## config.mk

```make
export PLATFORM = sky130hd
export DESIGN_NAME = carry_lookahead_adder_16bit
export DESIGN_NICKNAME = d
export VERILOG_FILES = /design/src/rtl/carry_lookahead_adder_16bit.sv
export SDC_FILE = /design/constraint.sdc
export NUM_CORES = 1
export LEC_CHECK = 0
export BUFFER_PORTS_ARGS = -buffer_cell sky130_fd_sc_hd__buf_2
export CAP_MARGIN = 30
export CORE_UTILIZATION = 45
export DETAILED_ROUTE_END_ITERATION = 10
export PLACE_DENSITY = 0.79
export SLEW_MARGIN = 20
export SYNTH_ARGS = -nofsm -noshare
export SYNTH_HDL_FRONTEND = slang
export SYNTH_SLANG_ARGS = --single-unit
```

## constraint.sdc

```tcl
create_clock -name clk -period 2.62 [get_ports clk]
set_input_delay 0.393 -clock clk [delete_from_list [all_inputs] [get_ports clk]]
set_output_delay 0.393 -clock clk [all_outputs]
set_load 0.01 [all_outputs]
```

## src/rtl/carry_lookahead_adder_16bit.sv

```systemverilog
// Registered 16-bit two-level carry-lookahead adder.
// Sum and carry-out of inData_A + inData_B + cin appear one clock after the
// operands are sampled. Four 4-bit lookahead groups feed a second-level unit
// that resolves the group carry-ins, so no carry ever ripples bit by bit.
module carry_lookahead_adder_16bit #(
  parameter int DATA_WIDTH = 8
) (
  input  logic                      clk,
  input  logic                      rst,
  input  logic [2*DATA_WIDTH-1:0]   inData_A,
  input  logic [2*DATA_WIDTH-1:0]   inData_B,
  input  logic                      cin,
  output logic [2*DATA_WIDTH-1:0]   outData,
  output logic                      cout
);

  // Bit-level generate/propagate, per-bit carries and sum bits.
  logic [15:0] w_g;
  logic [15:0] w_p;
  logic [15:0] w_c;
  logic [15:0] w_sum;

  // Group-level generate/propagate and group carry-ins (w_gc[4] is C16).
  logic [3:0]  w_grp_g;
  logic [3:0]  w_grp_p;
  logic [4:0]  w_gc;

  logic [15:0] r_sum;
  logic        r_cout;

  assign w_g = inData_A & inData_B;
  assign w_p = inData_A ^ inData_B;

  // Each group computes its own G/P for the second level and expands its
  // group carry-in into the three internal carries without rippling.
  generate
    for (genvar gi = 0; gi < 4; gi++) begin : g_group
      logic [3:0] w_lg;
      logic [3:0] w_lp;
      logic       w_ci;

      assign w_lg = w_g[4*gi +: 4];
      assign w_lp = w_p[4*gi +: 4];
      assign w_ci = w_gc[gi];

      assign w_grp_p[gi] = w_lp[3] & w_lp[2] & w_lp[1] & w_lp[0];
      assign w_grp_g[gi] = w_lg[3]
                         | (w_lp[3] & w_lg[2])
                         | (w_lp[3] & w_lp[2] & w_lg[1])
                         | (w_lp[3] & w_lp[2] & w_lp[1] & w_lg[0]);

      assign w_c[4*gi]     = w_ci;
      assign w_c[4*gi + 1] = w_lg[0]
                           | (w_lp[0] & w_ci);
      assign w_c[4*gi + 2] = w_lg[1]
                           | (w_lp[1] & w_lg[0])
                           | (w_lp[1] & w_lp[0] & w_ci);
      assign w_c[4*gi + 3] = w_lg[2]
                           | (w_lp[2] & w_lg[1])
                           | (w_lp[2] & w_lp[1] & w_lg[0])
                           | (w_lp[2] & w_lp[1] & w_lp[0] & w_ci);
    end
  endgenerate

  // Second-level lookahead: group carry-ins straight from (G, P, cin).
  assign w_gc[0] = cin;
  assign w_gc[1] = w_grp_g[0]
                 | (w_grp_p[0] & cin);
  assign w_gc[2] = w_grp_g[1]
                 | (w_grp_p[1] & w_grp_g[0])
                 | (w_grp_p[1] & w_grp_p[0] & cin);
  assign w_gc[3] = w_grp_g[2]
                 | (w_grp_p[2] & w_grp_g[1])
                 | (w_grp_p[2] & w_grp_p[1] & w_grp_g[0])
                 | (w_grp_p[2] & w_grp_p[1] & w_grp_p[0] & cin);
  assign w_gc[4] = w_grp_g[3]
                 | (w_grp_p[3] & w_grp_g[2])
                 | (w_grp_p[3] & w_grp_p[2] & w_grp_g[1])
                 | (w_grp_p[3] & w_grp_p[2] & w_grp_p[1] & w_grp_g[0])
                 | (w_grp_p[3] & w_grp_p[2] & w_grp_p[1] & w_grp_p[0] & cin);

  assign w_sum = w_p ^ w_c;

  // Output register; reset clears the result and wins over new operands.
  always_ff @(posedge clk) begin
    if (rst) begin
      r_sum  <= 16'h0000;
      r_cout <= 1'b0;
    end else begin
      r_sum  <= w_sum;
      r_cout <= w_gc[4];
    end
  end

  assign outData = r_sum;
  assign cout    = r_cout;

endmodule

```

==> key figures, run 1 <==
Floorplan
  – Die Height: 50.6 µm
  – Initial core utilization: 48.0%
  – Num rows: 17
  – DIE AREA: 2560 µm²
  – Core box area: 2210 µm²
  – Die Wd: 50.6 µm
  – # IOs: 52

Synthesis
  – Post-synth EDFFs: 0
  – Synth Register Bits: 17
  – Synth warnings: 0
  – Syn Area/Cell: 9.82 µm²
  – Synth Net Count: 163
  – Cells after Synth: 108
  – Post-synthesis cell type count: 31
  – Post-synthesis cell area: 1060 µm²
  – Sequential share of the synthesized area: 32.1%
  – Top_reg_cell synth: dfxtp_1
  – Post-synth ARST share: 0%

Layout
  – Nets@finish: 218
  – Share of layout cells above drive strength 1: 35.8%
  – Area grow syn2layout: 29.8%
  – Most frequent cells in the layout: buf_2 (51), dfxtp_1 (17), ha_1 (16)
  – Layout fillers: 192
  – Antenna diodes: 0
  – Commonest non-fill, non-tap cell in the layout: buf_2

Route
  – Pre-Repair DR Iteration Count: 4
  – # DRC: 0
  – Drt total wl: 2200 µm
  – Number of routed nets with antenna violations: 0
  – Via Count: 980
  – Vias per cell: 5.16
  – Iter 0 DRT Violations: 13
  – Drt wl/cell: 11.6 µm

STA
  – RSZ-0062 raised after global routing: no
  – Final Slew Violations: 0
  – TNS Setup: 0 ns
  – Final setup margin: 0.434 ns
  – Min Tclk post-route: 2.19 ns
  – Slew @ Worst Pin: 0.352 ns
  – Post-route clock period utilization: 83.4%
  – Max-slew headroom: 76.3%
  – Final hold violations: 0
  – Final Setup Violations: 0
  – Peak Freq: 458 MHz

Clocking
  – Total CTS buffers: 3
  – H-tree level count: 1
  – Clock-pin slew on the worst setup and hold paths: 0.10 ns
  – Sink Count: 17
  – Clk buf depth: 2
  – PostCTS Resize Cnt: 0
  – Post-CTS setup buffers: 0
  – CTS tree: done
  – Post-CTS Hold Fix Bufs: 0
  – Clk root buf: clkbuf_4

Power
  – Pwr dens: 491 nW/µm²
  – P_leak: 0.735 nW
  – Total power: 0.676 mW
  – Peak VDD IR: 0.269 mV

Placed design
  – Pre-CTS setup slack: 0.151 ns
  – Port Buf Inserts: 51
  – DP HPWL: 1860 µm
  – GPL Wtd Cong: 0.776

Worst setup path
  – Worst path required time: 2.80 ns
  – WP data arrival: 2.36 ns
  – Setup crit end kind: flop
  – Critical Path Fanout Max: 3
  – Crit start category: input port
  – Kind of critical path: in -> reg

Global routing
  – First-pass GRT wire length: 3480 µm
  – Total gr overflow: 0
  – Gr usage total: 18.2%
  – Vias in the first global route: 968
  – Pin count of the biggest net entering global routing: 20
  – Initial antenna violation count: 0

Flow run
  – Max Cap Viol: 0

Status
  – Status: complete, no violations

Hold path
  – Worst hold path type: in -> reg
[per-layer routing]
metal  global-route usage, %  share of wire [%]
met3                    1.82                4.2
met4                    12.5                1.4
met2                    36.2                 58
met5                       0                  0
met1                    16.8                 37
[power breakdown]
| group | switching [mW] | total (mW) | internal [mW] |
|---|---|---|---|
| registers | 0.00725 | 0.299 | 0.292 |
| logic | 0.120 | 0.238 | 0.118 |
| clock network | 0.0797 | 0.139 | 0.0591 |
| total | 0.207 | 0.676 | 0.469 |
[stage by stage]
stage	area [µm²]	instances	hold WS, ns	util (%)
2_1_floorplan	1060	108	0.659	-
3_3_place_gp	1350	186	0.754	61.1
3_5_place_dp	1350	186	0.758	61.1
4_1_cts	1380	190	0.455	62.3
5_1_grt	1380	190	0.470	62.3
6_report	1380	190	0.463	62.3
[cells in the mapped netlist (3+ instances only)]
cell type	instances	share of area, %
o21ai_0	3	1.4
nor2_1	11	3.9
fa_1	4	7.5
nand2_1	3	1.1
xnor2_1	4	3.3
a21o_1	6	4.2
ha_1	16	19
nor2b_1	7	4.1
a21oi_1	5	2.4
dfxtp_1	17	32
nor3_1	4	1.9
xor2_1	3	2.5
inv_1	4	1.4
[cells by family (layout without fill, tap and decap cells)]
| kind of cell | count (synthesis) | after routing | share of synthesized area [%] |
|---|---|---|---|
| and+or+nand+nor | 31 | 31 | 14.6 |
| AOI/OAI and AO/OA | 25 | 25 | 16.9 |
| adders and majority gates | 20 | 20 | 26.4 |
| DFF | 17 | 17 | 32.1 |
| xor gates and xnor gates | 7 | 7 | 5.78 |
| buffers and inverters | 6 | 60 | 2.12 |
| muxes | 2 | 2 | 2.12 |
[layout make-up]
cell class	instances	area, µm²	share of cell area (%)
Sequential cell	17	340	24.7
Inverter	4	15.0	1.09
Timing Repair Buffer	52	263	19.1
Tap cell	28	35.0	2.54
Multi-Input combinational cell	85	698	50.7
Clock buffer	4	26.3	1.91
[worst max-delay path, stage by stage]
cell and delay (ns):
buf_2 0.10, ha_1 0.31, a21oi_1 0.19, o21ai_0 0.13
nor3_1 0.30, a22oi_2 0.12, a21o_1 0.22, fa_1 0.38
xnor2_1 0.17, nor2_1 0.05
[worst paths after layout]
kind,startpoint,endpoint,cells past startpoint
setup / recovery,inData_A[5],outData[13],10
hold / removal,rst,outData[0],2
[sequential cells by signal, summed over array words and instances (netlist names)]
register  flops
outData      16
cout          1
(Power assumes the default switching activity.)
==> run 2: changes to the inputs <==
ABC_AREA = 1   (was unset)
CORE_UTILIZATION = 44   (was 45)
PLACE_DENSITY = 0.76   (was 0.79)
clock period = 2 ns   (was 2.62 ns; I/O delays follow)
==> run 2 against run 1 <==
Against the previous run:
- the flow now finishes with violations (DRC)
- routed wire length increased by 15%
- critical path type unchanged
- clock power increased by 35%
- utilization increased by 0.57 points
- hold slack got worse by 0.16 ns
- non-clock buffer count increased by 15
- synthesized area increased by 24%
==> key figures, run 2 <==
Status
  – Status: complete, but fails checks
  – Failing checks: DRC

Synthesis
  – Top cell type's share of synthesized area: 25.9% (-6.2 points)
  – Sequential share of the synthesized area: 25.9% (-6.2 points)
  – Top_reg_cell synth: dfxtp_1
  – Cells after Synth: 173 (+60%)
  – Post-synthesis cell area: 1320 µm² (+24%)
  – Post-Synth Simple-Gate Area: 35.4% (+21 points)
  – Top cells by area, synth: dfxtp_1 (26%), ha_1 (15%), nand2_1 (11%), inv_1 (7.1%), nor2_1 (6.3%)
  – Post-synthesis adder-cell area fraction: 21.3% (-5.1 points)
  – Area leader, netlist: dfxtp_1
  – Synth Register Bits: 17 (unchanged)
  – Post-synth EDFFs: 0 (unchanged)
  – Post-synthesis cell type count: 27 (-13%)
  – Synth Area in XOR/XNOR: 2.66% (-3.1 points)
  – Complex-gate fraction of the synthesized area: 6.95% (-9.9 points)
  – Top post-synthesis cells by count: nand2_1 (37), inv_1 (25), nor2_1 (22), dfxtp_1 (17), ha_1 (16)
  – Synth warnings: 0 (unchanged)
  – Largest family of logic cells by synthesized area: simple AND/OR/NAND/NOR gates
  – Post-synth ARST share: 0% (unchanged)
  – Syn Area/Cell: 7.60 µm² (-23%)
  – Mux cell area share after synthesis: 0% (-2.1 points)
  – Count leader, synth: nand2_1
  – Synth Net Count: 228 (+40%)

Global routing
  – Pin count of the biggest net entering global routing: 11 (-45%)
  – First-pass GRT wire length: 4520 µm (+30%)
  – Total gr overflow: 0 (unchanged)
  – Vias in the first global route: 1173 (+21%)
  – Gr usage total: 17.8% (-0.40 points)
  – Initial antenna violation count: 0 (unchanged)

Floorplan
  – # IOs: 52 (unchanged)
  – Initial core utilization: 46.9% (-1.1 points)
  – Die Wd: 56.7 µm (+12%)
  – Num rows: 19 (+2)
  – Die Height: 56.7 µm (+12%)
  – Core box area: 2810 µm² (+27%)
  – DIE AREA: 3210 µm² (+26%)

Worst setup path
  – Critical path, cell by cell: buf_2, ha_1, nand2_1, inv_1, nand2_1, nand2_2, or2_4, and2_2, fa_1, xnor2_1, nor2_1
  – Worst path slowest cell: fa_1
  – Crit start category: input port
  – CP peak stage delay: 0.37 ns (about the same)
  – WP buf/inv: 2 (+1)
  – Critical Path Fanout Max: 3 (unchanged)
  – CP delay by family, top: simple AND/OR/NAND/NOR gates
  – Kind of critical path: in -> reg
  – CP most frequent cell: nand2_1
  – Worst path required time: 2.19 ns (-0.61 ns)
  – Setup crit end kind: flop
  – WP data arrival: 2.02 ns (-0.34 ns)

STA
  – Final Slew Violations: 0 (unchanged)
  – Min Tclk post-route: 1.83 ns
  – Slew @ Worst Pin: 0.373 ns (+0.0208 ns)
  – Final Setup Violations: 0 (unchanged)
  – RSZ-0062 raised after global routing: no
  – Post-route clock period utilization: 91.4%
  – TNS Setup: 0 ns (unchanged)
  – Peak Freq: 547 MHz
  – Final hold violations: 0 (unchanged)
  – Max-slew headroom: 75.1% (-1.1 points)

Clocking
  – H-tree level count: 1 (unchanged)
  – Post-CTS Hold Fix Bufs: 0 (unchanged)
  – Clk buf depth: 2 (unchanged)
  – Clock-pin slew on the worst setup and hold paths: 0.10 ns (about the same)
  – Sink Count: 17 (unchanged)
  – PostCTS Resize Cnt: 0 (unchanged)
  – Post-CTS setup buffers: 0 (unchanged)
  – CTS tree: done
  – Clk root buf: clkbuf_4
  – Total CTS buffers: 3 (unchanged)

Layout
  – Most frequent cells in the layout: buf_2 (51), nand2_1 (37), inv_1 (25)
  – Fin cells: 274 (+44%)
  – Share of layout cells above drive strength 1: 37.9% (+2.1 points)
  – Nets@finish: 299 (+37%)
  – Antenna diodes: 0 (unchanged)
  – Layout fillers: 257 (+34%)
  – Area grow syn2layout: 34.1%
  – Number of flip-flops in the largest register: 16 (unchanged)
  – Commonest non-fill, non-tap cell in the layout: buf_2

Power
  – Sequential group share of total power: 38.7% (-5.5 points)
  – Switch Pwr: 0.342 mW (+65%)
  – Clock power share: 18.7% (-1.8 points)
  – Switch share: 34.0% (+3.4 points)
  – Peak VDD IR: 0.215 mV (-20%)
  – P_leak: 1.01 nW (+38%)
  – Pwr dens: 571 nW/µm² (+16%)
  – Combinational Power Share: 42.6% (+7.4 points)
  – Internal: 0.664 mW (+42%)

Route
  – Number of routed nets with antenna violations: 0 (unchanged)
  – Drt wl/cell: 9.22 µm (-20%)
  – Vias per cell: 4.69 (-9.1%)
  – Drt total wl: 2530 µm (+15%)
  – Iter 0 DRT Violations: 47 (+34)
  – Pre-Repair DR Iteration Count: 8 (+4)
  – Via Count: 1285 (+31%)
  – # DRC: 10 (+10)

Placed design
  – DP HPWL: 2160 µm (+16%)
  – GPL Wtd Cong: 0.796 (+2.5%)
  – Port Buf Inserts: 51 (unchanged)
  – Placed Cells: 270 (+45%)

Flow run
  – Max Cap Viol: 0 (unchanged)

Hold path
  – Worst hold path type: in -> reg
-- run 2: cell types whose count changed in the layout (fill, tap and decap cells not counted), moves of 3 or more --
cell | previous run | this run
nand2_4 | 0 | 4
nand2_2 | 0 | 5
a221oi_1 | 0 | 3
nand2_1 | 3 | 37
a21oi_1 | 5 | 8
buf_4 | 1 | 16
inv_1 | 4 | 25
nor2_1 | 11 | 22
nor2b_1 | 7 | 0
nand3_1 | 1 | 7
a21o_1 | 6 | 0
nand3_2 | 0 | 4
-- run 2: cell families (layout without fill, tap and decap cells) --
group	after synthesis	count (layout)
buffers and inverters	27	97
AND/OR/NAND/NOR	90	90
XOR/XNOR	4	4
AO/OA/AOI/OAI	15	15
flip-flops	17	17
adder cells (fa/ha/maj)	20	20
-- run 2: final timing paths --
path,startpoint,to,slack (ns),depth (start not counted)
max,inData_A[11],outData[13],0.17,11
min,rst,outData[0],0.30,2
-- run 2: per-stage QoR --
step | cell area (µm²) | power, mW | worst slack (ns) | hold WS (ns) | utilization [%]
floorplan | 1330 | 0.667 | 0.0100 | 0.549 | -
global placement | 1740 | 0.820 | -0.0943 | 0.599 | 61.9
detailed placement | 1740 | 0.830 | -0.143 | 0.611 | 61.9
CTS | 1760 | 1.02 | 0.185 | 0.296 | 62.8
global route | 1760 | 1.10 | 0.107 | 0.303 | 62.8
finish | 1760 | 1.01 | 0.171 | 0.300 | 62.8
-- run 2: final cells by class --
class	instances	area, µm²	area share, %
Tap cell	31	38.8	2.20
Clock buffer	4	26.3	1.49
Sequential cell	17	340	19.3
Multi-Input combinational cell	129	885	50.2
Timing Repair Buffer	67	375	21.3
Inverter	26	97.6	5.54
-- run 2: power by group through the flow --
stage	clock, mW	sequential [mW]	combinational [mW]
after floorplan	0	0.423	0.244
after global placement	0	0.398	0.422
after detailed placement	0	0.398	0.432
after CTS	0.200	0.390	0.433
after global routing	0.219	0.394	0.485
final	0.188	0.389	0.428
-- run 2: routing by layer --
layer  wire, µm  track usage, %  vias up
li1           -               -      693
met1       1160            21.7      550
met2       1180            30.3       40
met3        155            2.76        2
met4         27            8.57        0
met5          0               0        -
==> run 3: changes to the inputs <==
CORE_UTILIZATION = 52   (was 44)
PLACE_DENSITY = 0.85   (was 0.76)
clock period = 2.11 ns   (was 2 ns; I/O delays follow)
==> run 3 against run 2 <==
Against the previous run:
- the flow now finishes without violations
- worst setup slack improved by 0.058 ns
- die area decreased by 15%
- via count rose by 0.70%
- sequential cell count stayed put
- cell area is 3.5% lower
- first-iteration DRC count down 64%
- critical path type unchanged
- critical endpoint unchanged
- largest cell class unchanged
==> key figures, run 3 (synthesis gave the netlist of run 2 again) <==
STA
  – Final Setup Violations: 0 (unchanged)
  – Final hold violations: 0 (unchanged)
  – Post-route clock period utilization: 89.1%
  – Peak Freq: 532 MHz
  – Final Slew Violations: 0 (unchanged)
  – RSZ-0062 raised after global routing: no
  – Worst hold slack: 0.319 ns (+0.0197 ns)
  – Slew @ Worst Pin: 0.405 ns (+0.0322 ns)
  – Max-slew headroom: 73.0% (-2.1 points)
  – Min Tclk post-route: 1.88 ns

Floorplan
  – # IOs: 52 (unchanged)
  – Initial core utilization: 57.2% (+10 points)
  – Die Height: 52.3 µm (-7.7%)
  – Core box area: 2300 µm² (-18%)
  – Num rows: 17 (-2)
  – Die Wd: 52.3 µm (-7.7%)
  – DIE AREA: 2730 µm² (-15%)

Clocking
  – Clock-pin slew on the worst setup and hold paths: 0.11 ns (about the same)
  – PostCTS Resize Cnt: 0 (unchanged)
  – Clk buf depth: 2 (unchanged)
  – CTS tree: done
  – Total CTS buffers: 3 (unchanged)
  – Clk root buf: clkbuf_4
  – Post-CTS Hold Fix Bufs: 0 (unchanged)
  – H-tree level count: 1 (unchanged)
  – Post-CTS setup buffers: 0 (unchanged)
  – Sink Count: 17 (unchanged)

Power
  – Total power: 0.954 mW (-5.2%)
  – Pwr dens: 560 nW/µm² (-1.8%)
  – P_leak: 0.983 nW (-2.8%)
  – Peak VDD IR: 0.350 mV (+63%)

Worst setup path
  – Critical path, cell by cell: buf_2, ha_1, a21oi_1, nand2_2, or2_4, and2_2, fa_1, xnor2_1, nor2_1
  – Kind of critical path: in -> reg
  – Worst path required time: 2.31 ns (+0.12 ns)
  – Setup crit end kind: flop
  – CP peak stage delay: 0.38 ns (about the same)
  – Critical Path Fanout Max: 3 (unchanged)
  – Crit start category: input port
  – WP data arrival: 2.09 ns (+0.07 ns)
  – Crit path from: inData_A[11]
  – CP endpoint: outData[13]
  – Worst path slowest cell: fa_1

Global routing
  – Initial antenna violation count: 0 (unchanged)
  – Total gr overflow: 0 (unchanged)
  – Gr usage total: 24.1% (+6.3 points)
  – First-pass GRT wire length: 4790 µm (+6.0%)
  – Vias in the first global route: 1199 (+2.2%)
  – Pin count of the biggest net entering global routing: 11 (unchanged)

Placed design
  – DP HPWL: 2330 µm (+7.8%)
  – Placement Cell Area: 1680 µm² (-3.5%)
  – GPL Wtd Cong: 0.867 (+8.9%)
  – Port Buf Inserts: 51 (unchanged)

Layout
  – Antenna diodes: 0 (unchanged)
  – Number of flip-flops in the largest register: 16 (unchanged)
  – Nets@finish: 293 (-2.0%)
  – Most frequent cells in the layout: buf_2 (51), nand2_1 (37), inv_1 (25)
  – Area grow syn2layout: 29.4%
  – Share of layout cells above drive strength 1: 35.9% (-2.0 points)
  – Fin area: 1700 µm² (-3.5%)
  – Commonest non-fill, non-tap cell in the layout: buf_2
  – Final core occ: 74.1% (+11 points)

Route
  – # DRC: 0 (-10)
  – Drt wl/cell: 10.7 µm (+16%)
  – Drt total wl: 2840 µm (+12%)
  – Number of routed nets with antenna violations: 0 (unchanged)
  – Vias per cell: 4.88 (+4.1%)
  – Iter 0 DRT Violations: 17 (-64%)
  – Pre-Repair DR Iteration Count: 4 (-4)
  – Via Count: 1294 (+0.70%)

Hold path
  – Worst hold path type: in -> reg

Flow run
  – Max Cap Viol: 0 (unchanged)

Status
  – Status: complete, no violations
run 3: metrics by stage:
| step | setup TNS, ns | cells | setup WS, ns |
|---|---|---|---|
| after floorplan | 0 | 173 | 0.0863 |
| after global placement | -0.0344 | 261 | -0.0196 |
| after detailed placement | -0.0927 | 261 | -0.0697 |
| after CTS | 0 | 265 | 0.235 |
| after global routing | 0 | 265 | 0.182 |
| final | 0 | 265 | 0.229 |
run 3: layout make-up:
type	count	area, µm²
fillers	188	596
clock buffers	4	26.3
multi-input cells	129	872
repair buffers	61	330
flip-flops and latches	17	340
inverters	26	97.6
well taps	28	35.0
run 3: worst max-delay path: cells and delay by family:
| family | cells | cell delay, ns |
|---|---|---|
| buffers and inverters | 1 | 0.10 |
| adder cells (fa/ha/maj) | 2 | 0.69 |
| AND/OR/NAND/NOR | 4 | 0.61 |
| XOR/XNOR | 1 | 0.18 |
| AO/OA/AOI/OAI | 1 | 0.20 |
run 3: power by group:
group          total [mW]  switching [mW]  internal [mW]
Clock               0.186           0.112         0.0738
Sequential          0.369         0.00788          0.361
Combinational       0.399           0.217          0.182
run 3: per-layer routing:
metal / track usage, % / vias up / wire [µm]
met5: 0 / - / 0
met3: 3.48 / 5 / 123
met2: 45.1 / 34 / 1480
met4: 10.5 / 0 / 43
li1: - / 681 / -
met1: 26.3 / 574 / 1200
run 3: how the worst min path moves through the flow:
stage	start	to	slack [ns]	cells past startpoint
floorplan	cin	cout	0.57	4
global placement	rst	outData[0]	0.62	2
finish	rst	outData[13]	0.32	2
global route	rst	outData[13]	0.32	2
detailed placement	rst	outData[0]	0.64	2
CTS	rst	outData[0]	0.32	2
